===== src/rtl/id_stage_pkg.sv =====
// id_stage_pkg: bus widths, ds_to_es_bus field offsets, alu_op bit indices and decode types.
// Revision: 1.0
`default_nettype none

package id_stage_pkg;

  localparam int FS_TO_DS_BUS_WD = 64;
  localparam int BR_BUS_WD       = 34;
  localparam int DS_TO_ES_BUS_WD = 150;
  localparam int FWD_BUS_WD      = 40;

  // LSB positions of the ds_to_es_bus fields
  localparam int DS_PC_LSB       = 0;
  localparam int DS_RKD_LSB      = 32;
  localparam int DS_RJ_LSB       = 64;
  localparam int DS_IMM_LSB      = 96;
  localparam int DS_DEST_LSB     = 128;
  localparam int DS_GR_WE_BIT    = 133;
  localparam int DS_SRC2_IMM_BIT = 134;
  localparam int DS_SRC1_PC_BIT  = 135;
  localparam int DS_MEM_WE_BIT   = 136;
  localparam int DS_LOAD_OP_BIT  = 137;
  localparam int DS_ALU_OP_LSB   = 138;

  localparam int ALU_ADD  = 0;
  localparam int ALU_SUB  = 1;
  localparam int ALU_SLT  = 2;
  localparam int ALU_SLTU = 3;
  localparam int ALU_AND  = 4;
  localparam int ALU_NOR  = 5;
  localparam int ALU_OR   = 6;
  localparam int ALU_XOR  = 7;
  localparam int ALU_SLL  = 8;
  localparam int ALU_SRL  = 9;
  localparam int ALU_SRA  = 10;
  localparam int ALU_LUI  = 11;

  typedef struct packed {
    logic        valid;
    logic        gr_we;
    logic        is_load;
    logic [4:0]  dest;
    logic [31:0] result;
  } fwd_t;

  typedef struct packed {
    logic [11:0] alu_op;
    logic        load_op;
    logic        mem_we;
    logic        src1_is_pc;
    logic        src2_is_imm;
    logic        gr_we;
    logic [4:0]  dest;
    logic [31:0] imm;
    logic [4:0]  rj;
    logic [4:0]  rkd;
    logic        use_rj;
    logic        use_rkd;
    logic        is_jump;
    logic        is_jirl;
    logic        is_beq;
    logic        is_bne;
    logic [31:0] br_offs;
  } dec_t;

  function automatic logic fwd_hit(input logic valid, input logic gr_we,
                                   input logic [4:0] dest, input logic [4:0] src);
    return valid && gr_we && (dest != 5'd0) && (dest == src);
  endfunction

endpackage

`default_nettype wire


===== src/rtl/id_decoder.sv =====
// id_decoder: combinational LA32R subset decode of one instruction word.
// Revision: 1.0
`default_nettype none

module id_decoder
  import id_stage_pkg::*;
(
  input  logic [31:0] inst,
  output dec_t        dec
);

  logic [16:0] op17;
  logic [9:0]  op10;
  logic [6:0]  op7;
  logic [5:0]  op6;
  assign op17 = inst[31:15];
  assign op10 = inst[31:22];
  assign op7  = inst[31:25];
  assign op6  = inst[31:26];

  logic is_add, is_sub, is_slt, is_sltu, is_and, is_or, is_nor, is_xor;
  logic is_slli, is_srli, is_srai, is_addi, is_lu12i, is_ld, is_st;
  logic is_jirl, is_b, is_bl, is_beq, is_bne, is_3r, is_shift;

  assign is_add   = (op17 == 17'h00020);
  assign is_sub   = (op17 == 17'h00022);
  assign is_slt   = (op17 == 17'h00024);
  assign is_sltu  = (op17 == 17'h00025);
  assign is_nor   = (op17 == 17'h00028);
  assign is_and   = (op17 == 17'h00029);
  assign is_or    = (op17 == 17'h0002a);
  assign is_xor   = (op17 == 17'h0002b);
  assign is_slli  = (op17 == 17'h00081);
  assign is_srli  = (op17 == 17'h00089);
  assign is_srai  = (op17 == 17'h00091);
  assign is_addi  = (op10 == 10'h00a);
  assign is_ld    = (op10 == 10'h0a2);
  assign is_st    = (op10 == 10'h0a6);
  assign is_lu12i = (op7  == 7'b0001010);
  assign is_jirl  = (op6  == 6'b010011);
  assign is_b     = (op6  == 6'b010100);
  assign is_bl    = (op6  == 6'b010101);
  assign is_beq   = (op6  == 6'b010110);
  assign is_bne   = (op6  == 6'b010111);

  assign is_3r    = is_add | is_sub | is_slt | is_sltu | is_and | is_or | is_nor | is_xor;
  assign is_shift = is_slli | is_srli | is_srai;

  always_comb begin
    dec = '0;
    dec.alu_op[ALU_ADD]  = is_add | is_addi | is_ld | is_st | is_jirl | is_bl;
    dec.alu_op[ALU_SUB]  = is_sub;
    dec.alu_op[ALU_SLT]  = is_slt;
    dec.alu_op[ALU_SLTU] = is_sltu;
    dec.alu_op[ALU_AND]  = is_and;
    dec.alu_op[ALU_NOR]  = is_nor;
    dec.alu_op[ALU_OR]   = is_or;
    dec.alu_op[ALU_XOR]  = is_xor;
    dec.alu_op[ALU_SLL]  = is_slli;
    dec.alu_op[ALU_SRL]  = is_srli;
    dec.alu_op[ALU_SRA]  = is_srai;
    dec.alu_op[ALU_LUI]  = is_lu12i;

    dec.load_op     = is_ld;
    dec.mem_we      = is_st;
    dec.src1_is_pc  = is_bl | is_jirl;
    dec.src2_is_imm = is_addi | is_shift | is_lu12i | is_ld | is_st | is_bl | is_jirl;
    dec.gr_we       = is_3r | is_shift | is_addi | is_lu12i | is_ld | is_jirl | is_bl;

    if (!dec.gr_we)  dec.dest = 5'd0;
    else if (is_bl)  dec.dest = 5'd1;
    else             dec.dest = inst[4:0];

    if (is_addi | is_ld | is_st)  dec.imm = {{20{inst[21]}}, inst[21:10]};
    else if (is_shift)            dec.imm = {27'd0, inst[14:10]};
    else if (is_lu12i)            dec.imm = {inst[24:5], 12'd0};
    else if (is_bl | is_jirl)     dec.imm = 32'd4;

    // lu12i.w reads r0 so it can never create a false forwarding/stall dependency
    dec.rj      = is_lu12i ? 5'd0 : inst[9:5];
    dec.rkd     = (is_st | is_beq | is_bne) ? inst[4:0] : inst[14:10];
    dec.use_rj  = is_3r | is_shift | is_addi | is_ld | is_st | is_jirl | is_beq | is_bne;
    dec.use_rkd = is_3r | is_st | is_beq | is_bne;

    dec.is_jump = is_b | is_bl;
    dec.is_jirl = is_jirl;
    dec.is_beq  = is_beq;
    dec.is_bne  = is_bne;
    dec.br_offs = (is_b | is_bl) ? {{4{inst[9]}}, inst[9:0], inst[25:10], 2'b00}
                                 : {{14{inst[25]}}, inst[25:10], 2'b00};
  end

endmodule

`default_nettype wire


===== src/rtl/id_stage.sv =====
// id_stage: LA32R decode stage with forwarding, load-use stall and branch resolution.
// Define DS_PERF_CNT_EN to add the ds_stall_cnt / ds_issue_cnt counters. Revision: 1.0
`default_nettype none

module id_stage
  import id_stage_pkg::*;
#(
  parameter logic [31:0] RESET_PC_UNUSED = 32'h0
) (
  input  logic                       clk,
  input  logic                       reset,
  input  logic                       es_allowin,
  output logic                       ds_allowin,
  input  logic                       fs_to_ds_valid,
  input  logic [FS_TO_DS_BUS_WD-1:0] fs_to_ds_bus,
  output logic                       ds_to_es_valid,
  output logic [DS_TO_ES_BUS_WD-1:0] ds_to_es_bus,
  output logic [BR_BUS_WD-1:0]       br_bus,
  output logic [4:0]                 rf_raddr1,
  output logic [4:0]                 rf_raddr2,
  input  logic [31:0]                rf_rdata1,
  input  logic [31:0]                rf_rdata2,
  input  logic [FWD_BUS_WD-1:0]      es_fwd_bus,
  input  logic [FWD_BUS_WD-1:0]      ms_fwd_bus,
  input  logic [FWD_BUS_WD-1:0]      ws_fwd_bus,
  input  logic                       ds_flush_pipe
`ifdef DS_PERF_CNT_EN
  ,
  output logic [31:0]                ds_stall_cnt,
  output logic [31:0]                ds_issue_cnt
`endif
);

  logic                       ds_valid;
  logic [FS_TO_DS_BUS_WD-1:0] ds_bus_r;
  logic [31:0]                inst;
  logic [31:0]                pc;
  dec_t                       dec;
  fwd_t                       es, ms, ws;
  logic [31:0]                rj_val, rkd_val, br_target;
  logic                       load_use_stall, ds_ready_go, br_cond, br_taken;
  logic [33:0]                unused_ok;

  assign inst = ds_bus_r[63:32];
  assign pc   = ds_bus_r[31:0];
  assign es   = es_fwd_bus;
  assign ms   = ms_fwd_bus;
  assign ws   = ws_fwd_bus;
  assign unused_ok = {ms.is_load, ws.is_load, RESET_PC_UNUSED};

  id_decoder u_decoder (
    .inst (inst),
    .dec  (dec)
  );

  assign rf_raddr1 = dec.rj;
  assign rf_raddr2 = dec.rkd;

  always_comb begin
    rj_val = rf_rdata1;
    if (dec.rj == 5'd0)                                       rj_val = 32'd0;
    else if (fwd_hit(es.valid, es.gr_we, es.dest, dec.rj))    rj_val = es.result;
    else if (fwd_hit(ms.valid, ms.gr_we, ms.dest, dec.rj))    rj_val = ms.result;
    else if (fwd_hit(ws.valid, ws.gr_we, ws.dest, dec.rj))    rj_val = ws.result;

    rkd_val = rf_rdata2;
    if (dec.rkd == 5'd0)                                      rkd_val = 32'd0;
    else if (fwd_hit(es.valid, es.gr_we, es.dest, dec.rkd))   rkd_val = es.result;
    else if (fwd_hit(ms.valid, ms.gr_we, ms.dest, dec.rkd))   rkd_val = ms.result;
    else if (fwd_hit(ws.valid, ws.gr_we, ws.dest, dec.rkd))   rkd_val = ws.result;
  end

  assign load_use_stall = es.valid && es.is_load && (es.dest != 5'd0) &&
                          ((dec.use_rj  && (es.dest == dec.rj)) ||
                           (dec.use_rkd && (es.dest == dec.rkd)));
  assign ds_ready_go    = !load_use_stall;
  assign ds_allowin     = !ds_valid || (ds_ready_go && es_allowin);
  assign ds_to_es_valid = ds_valid && ds_ready_go && !ds_flush_pipe;

  always_ff @(posedge clk or posedge reset) begin
    if (reset) begin
      ds_valid <= 1'b0;
      ds_bus_r <= '0;
    end else if (ds_flush_pipe) begin
      ds_valid <= 1'b0;
    end else if (ds_allowin) begin
      ds_valid <= fs_to_ds_valid;
      if (fs_to_ds_valid) ds_bus_r <= fs_to_ds_bus;
    end
  end

  assign br_cond   = (dec.is_beq && (rj_val == rkd_val)) || (dec.is_bne && (rj_val != rkd_val));
  assign br_target = dec.is_jirl ? (rj_val + dec.br_offs) : (pc + dec.br_offs);
  // Gating with es_allowin makes the redirect a single pulse even if the branch waits in decode
  assign br_taken  = ds_valid && ds_ready_go && es_allowin && !ds_flush_pipe &&
                     (dec.is_jump || dec.is_jirl || br_cond);
  assign br_bus    = {br_taken, br_taken, br_taken ? br_target : 32'd0};

  assign ds_to_es_bus[DS_ALU_OP_LSB +: 12] = dec.alu_op;
  assign ds_to_es_bus[DS_LOAD_OP_BIT]      = dec.load_op;
  assign ds_to_es_bus[DS_MEM_WE_BIT]       = dec.mem_we;
  assign ds_to_es_bus[DS_SRC1_PC_BIT]      = dec.src1_is_pc;
  assign ds_to_es_bus[DS_SRC2_IMM_BIT]     = dec.src2_is_imm;
  assign ds_to_es_bus[DS_GR_WE_BIT]        = dec.gr_we;
  assign ds_to_es_bus[DS_DEST_LSB +: 5]    = dec.dest;
  assign ds_to_es_bus[DS_IMM_LSB +: 32]    = dec.imm;
  assign ds_to_es_bus[DS_RJ_LSB +: 32]     = dec.src1_is_pc ? pc : rj_val;
  assign ds_to_es_bus[DS_RKD_LSB +: 32]    = rkd_val;
  assign ds_to_es_bus[DS_PC_LSB +: 32]     = pc;

`ifdef DS_PERF_CNT_EN
  always_ff @(posedge clk or posedge reset) begin
    if (reset) begin
      ds_stall_cnt <= 32'd0;
      ds_issue_cnt <= 32'd0;
    end else begin
      if (ds_valid && !ds_ready_go)       ds_stall_cnt <= ds_stall_cnt + 32'd1;
      if (ds_to_es_valid && es_allowin)   ds_issue_cnt <= ds_issue_cnt + 32'd1;
    end
  end
`else
  // Performance counters are not built in this configuration.
`endif

endmodule

`default_nettype wire


===== config.mk =====
export PLATFORM = sky130hd
export DESIGN_NAME = id_stage
export DESIGN_NICKNAME = d
export VERILOG_FILES = /design/src/rtl/id_stage_pkg.sv /design/src/rtl/id_decoder.sv /design/src/rtl/id_stage.sv
export SDC_FILE = /design/constraint.sdc
export NUM_CORES = 1
export LEC_CHECK = 0
export ABC_CLOCK_PERIOD_IN_PS = 8000
export CAP_MARGIN = 20
export CORE_ASPECT_RATIO = 0.6
export CORE_MARGIN = 3
export CORE_UTILIZATION = 39
export DETAILED_ROUTE_END_ITERATION = 12
export GPL_TIMING_DRIVEN = 0
export PLACE_DENSITY = 0.8
export SYNTH_ARGS = -nofsm -noshare
export SYNTH_HDL_FRONTEND = slang
export SYNTH_HIERARCHICAL = 1
export SYNTH_SLANG_ARGS = --single-unit

===== constraint.sdc =====
create_clock -name clk -period 8 [get_ports clk]
set_input_delay 2 -clock clk [delete_from_list [all_inputs] [get_ports clk]]
set_output_delay 2 -clock clk [all_outputs]
set_load 0.01 [all_outputs]

== Yosys cells after proc, flatten, opt, wreduce, memory -nomap -nowiden ==
Cells that the tools add are included.

* Bits in registers: 65
* Input port bits: 253
* Output and inout port bits: 196
* Word-level logic and storage cells: 135

* Add/sub/neg operators: 2
* Eq/ne operators: 28
* Mux-type cells: 22
* Bitwise operators: 41
* Reductions and logical operators: 40

{| class="wikitable"
|+ Operators with widths
! cell !! count
|-
| $mux 32 || 15
|-
| $eq 17x6->1 const B || 8
|-
| $add 32x32->32 || 2
|-
| $eq 17x8->1 const B || 3
|-
| $or 1x1->1 || 40
|-
| $eq 32x32->1 || 1
|-
| $ne 32x32->1 || 1
|-
| $eq 5x5->1 || 6
|-
| $eq 6x5->1 const B || 5
|-
| $logic_and 1x1->1 || 25
|-
| $eq 10x8->1 const B || 2
|-
| $mux 5 || 4
|-
| $reduce_bool 5->1 || 3
|-
| $eq 10x4->1 const B || 1
|-
| $logic_not 5->1 || 2
|-
| $eq 7x4->1 const B || 1
|-
| $logic_or 1x1->1 || 5
|-
| $logic_not 1->1 || 3
|-
| $mux 3 || 1
|-
| $reduce_and 3->1 || 1
|-
| $mux 1 || 2
|-
| $reduce_bool 2->1 || 1
|-
| $not 1->1 || 1
|}

== Longest topological paths before layout ==
* Depth after elaboration: 24
* Mapped depth: 26
* Depth with buffers taken out: 22

== Modules after synthesis ==
The synthesis kept the hierarchy.

{| class="wikitable"
|+ Modules (own cells, without submodules)
! module !! instances !! cells an instance !! area an instance (µm²) !! seq. area each (µm²)
|-
| id_stage || 1 || 1053 || 8226.6 || 1626.6
|-
| id_decoder || 1 || 180 || 1233.7 || 0.0
|}

== Least setup slack after synthesis ==
OpenSTA, ideal clock, no wires.

* Path kind: in2out
* Start point: input ws_fwd_bus[33]
* End point: output br_bus[31]
* Arrival time: 6.345 ns
* Required time: 6.000 ns
* Slack: -0.345 ns
* Cell stages on the path: 19
* Buffers on the path: 1
* Cells stage by stage: or4_1 o211ai_1 nor4_2 buf_2 mux2_2 a211oi_1 mux2i_1 ha_1 a21oi_1 o211a_1 o21ai_0 o211ai_1 a211oi_1 o31ai_1 a21oi_1 o41ai_1 a21oi_1 or3_1 and3_1

* Cells in the longest elaborated chain, start to end: 13
* Elaborated cells on any way between the ends: 24
* Those cells by class: add/sub: 1; eq/ne: 4; mux: 10; reduce/logical: 9

{| class="wikitable"
|+ Ends and longest elaborated chain
! what !! RTL line !! RTL
|-
| from (decl) || id_stage.sv:25 || <nowiki>input logic [FWD_BUS_WD-1:0] ws_fwd_bus,</nowiki>
|-
| branches (longest 12 deep; another with $add 32x32->32) || - ||
|-
| $mux 32 (*) || id_stage.sv:97 || <nowiki>assign br_bus = {br_taken, br_taken, br_taken ? br_target : 32'd0};</nowiki>
|-
| to (decl) || id_stage.sv:18 || <nowiki>output logic [BR_BUS_WD-1:0] br_bus,</nowiki>
|}

Every way passes the cells marked *.

== Final worst setup path ==
* Start point: input ws_fwd_bus[35]
* End point: output br_bus[28]

Same word-level chain as after synthesis.

==> impl_metrics.yaml <==
status:
  status: "finished with violations"
  violations: "negative setup slack"
sta:
  fmax_ghz: 0.112
  finalMaxSlewViolations: 0
  rsz0062_at_grt: "yes"
  period_minus_slack_ns: 8.95
  hold_viol: 0
  setup_viol: 32
  tightest_slew_ns: 1.06
  worst_slack_ns: -0.955
  relSlewSlack_pct: 29.6
  finClkSkew_ns: 0.00836
  fin_crit_sh_pct: 112
cts:
  worstSkewPairLatency_ns: 0.36
  clkTransAtPathRegs_ns: 0.06
  cts.sinks: 65
  ctsRootBufferMaster: "clkbuf_16"
  cts_tree: "yes"
  cts_hold_buffers: 0
  htree_levels: 3
  cts_buffers: 9
  clockBufferDepth: 2
die:
  core_sq_um: 23500
  start_util_pct: 40.3
  die_y_um: 127
  io_pins: 449
  rows: 43
  dieArea_sq_um: 26200
  fp.dieW_um: 207
global_routing:
  grt_pass1_vias: 11700
  overflow: 0
  top_usage_layer: "met2"
  grt_use_total_pct: 38.1
  grt_util_met2_pct: 57.4
  antenna_found_initial: 11
  grt_pass1_wl_um: 76000
  grtUsageMet1_pct: 52.8
  grt_max_degree: 65
  met3_usage_pct: 12.9
yosys:
  synth_cell_type_count: 73
  synth-async-reset-ratio_pct: 100
  yosysSeqAreaShare_pct: 17.2
  synth_commonest_cells: "nand2_1 (179), mux2_2 (80), o21ai_0 (77), buf_4 (74), nor3_1 (68)"
  ys_warn_count: 6
  synth-edff-count: 0
  synth_top_area_cell: "dfrtp_1"
  ys.flop_type: "dfrtp_1"
  synth_top_area_share_pct: 17.2
  ys_seq_elements: 65
  syn_inst: 1233
  synth_area_sq_um: 9460
  synth_most_common_cell: "nand2_1"
  synth.area.top_cells: "dfrtp_1 (17%), mux2_2 (9.5%), nand2_1 (7.1%)"
  avgSynthCellArea_sq_um: 7.67
power:
  power.leakage_nw: 7.35
  power.density_nw_per_um2: 152
  ir_drop_v: 0.000119
  pwr-share-seq_pct: 17.9
  power.switching_mw: 1.09
  intPower_mw: 1.45
  clkPwrFrac_pct: 15.5
  p_comb_share_pct: 66.5
  p_sw_share_pct: 42.9
cells_and_area:
  stdcell_area_sq_um: 16700
  drive_gt1_share_pct: 28.3
  syn_to_final_growth_pct: 76.5
  nNetsFinal: 2076
critical_path:
  end_kind: "output pin"
  worstSetupPathType: "in2out"
  start_kind: "input pin"
  crit_required_ns: 6.00
  cp_max_fo: 8
  cp.arrival_ns: 6.95
run:
  drv_cap: 0
drt:
  wire_per_inst_um: 25.9
  post_drt_via_cell_ratio: 5.89
  drc: 0
  drtAntennaViolNets: 0
  drt-total-wl_um: 54600
  firstDrtPassIters: 6
  via_count: 12400
  drtIter0Drc: 1411
placed_design:
  hpwlAfterDp_um: 42200
  placed_cell_area_sq_um: 14500
  dp_worst_setup_slack_ns: -2.85
  port_buffers: 446
  gp_congestion: 1.02
min_path:
  min_path_type: "reg2reg"
==> cell families after synthesis <==
group / share of synthesized area, %
simple gates: 23.6
compound gates: 19.3
buf+inv: 11.6
mux: 15.2
xor+xnor: 7.87
flops: 17.2
fa+ha+maj: 5.24
other cells: 0.0396
==> metrics by stage <==
stage / power [mW] / hold slack (ns) / TNS, ns / util, % / std cells
global placement: 1.75 / 0.494 / -70.28 / 61.5 / 1995
global route: 2.65 / 0.528 / -10.01 / 71.2 / 2109
detailed placement: 1.77 / 0.497 / -71.63 / 61.6 / 1997
finish: 2.54 / 0.513 / -8.62 / 71.2 / 2110
CTS: 2.30 / 0.510 / -20.45 / 66.6 / 2056
floorplan: 1.20 / 0.480 / -0.210 / - / 1234
==> power groups by stage <==
stage | sequential [mW] | combinational, mW | clock, mW
floorplan | 0.427 | 0.775 | 0
global placement | 0.455 | 1.30 | 0
detailed placement | 0.457 | 1.32 | 0
CTS | 0.452 | 1.46 | 0.397
global route | 0.463 | 1.78 | 0.412
finish | 0.456 | 1.69 | 0.396
==> registers in the layout, summed over array words and instances, names as in the netlist <==
name and flops:
ds_bus_r 64, ds_valid 1
==> path summary, 6_finish.rpt <==
kind	start	endpoint	slack, ns	cells after the start
setup / recovery	ws_fwd_bus[35]	br_bus[28]	-0.95	23
hold / removal	ds_bus_r[59]	ds_bus_r[59]	0.51	1
setup reg to reg	ds_bus_r[63]	ds_bus_r[0]	2.86	14
hold reg to reg	ds_bus_r[59]	ds_bus_r[59]	0.51	1
max in group asynchronous	reset	ds_bus_r[11]	5.58	3
min in group asynchronous	reset	ds_valid	1.86	2
==> cell type report <==
| type | instances | area, sq um |
|---|---|---|
| clock buffers | 14 | 264 |
| well taps | 315 | 394 |
| clock inverters | 2 | 12.5 |
| inverters | 61 | 231 |
| diodes | 6 | 15.0 |
| multi-input cells | 961 | 7920 |
| flip-flops and latches | 65 | 1630 |
| fillers | 1887 | 6760 |
| plain buffers | 145 | 1080 |
| repair buffers | 541 | 5150 |
==> cells in the final DEF (no fill, tap or decap), types with 24 or more instances in the layout <==
cell / Yosys / routed
clkdlybuf4s50_1: 0 / 398
nand2_1: 179 / 175
buf_4: 74 / 161
mux2_2: 80 / 75
o21ai_0: 77 / 71
dfrtp_1: 65 / 65
inv_1: 61 / 60
nor3_1: 68 / 57
xor2_1: 57 / 49
a21o_1: 40 / 40
and3_1: 42 / 38
clkbuf_1: 49 / 36
mux2i_1: 49 / 36
nor2_1: 34 / 32
and2_1: 33 / 30
xnor2_1: 28 / 27
ha_1: 38 / 27
buf_6: 3 / 25
a21oi_1: 40 / 24
==> critical path: stages <==
cell,delay [ns]
buf_8,0.10
or4_4,0.52
o211ai_1,0.20
buf_4,0.16
nor4_4,0.04
buf_4,0.17
buf_12,0.16
mux2_4,0.33
a211oi_4,0.36
mux2i_1,0.15
ha_1,0.38
nand2_2,0.11
or4_4,0.49
a2111o_1,0.43
a21oi_4,0.26
o41ai_4,0.13
a21oi_2,0.22
buf_4,0.16
o21a_1,0.12
nor2_2,0.05
xnor2_1,0.16
and2_1,0.14
buf_2,0.12
==> metal layers <==
layer / routed length, um / vias up
met5: 75 / -
met1: 22600 / 5995
met4: 1540 / 10
li1: - / 5400
met3: 7200 / 134
met2: 23200 / 892
==> repair_timing <==
action	CTS	global route
cloned	0	3
pin swaps	39	70
setup buffers	44	49
setup endpoints to repair	43	34
resized for setup	182	244
No activity file was read; power rests on OpenSTA's default activity.
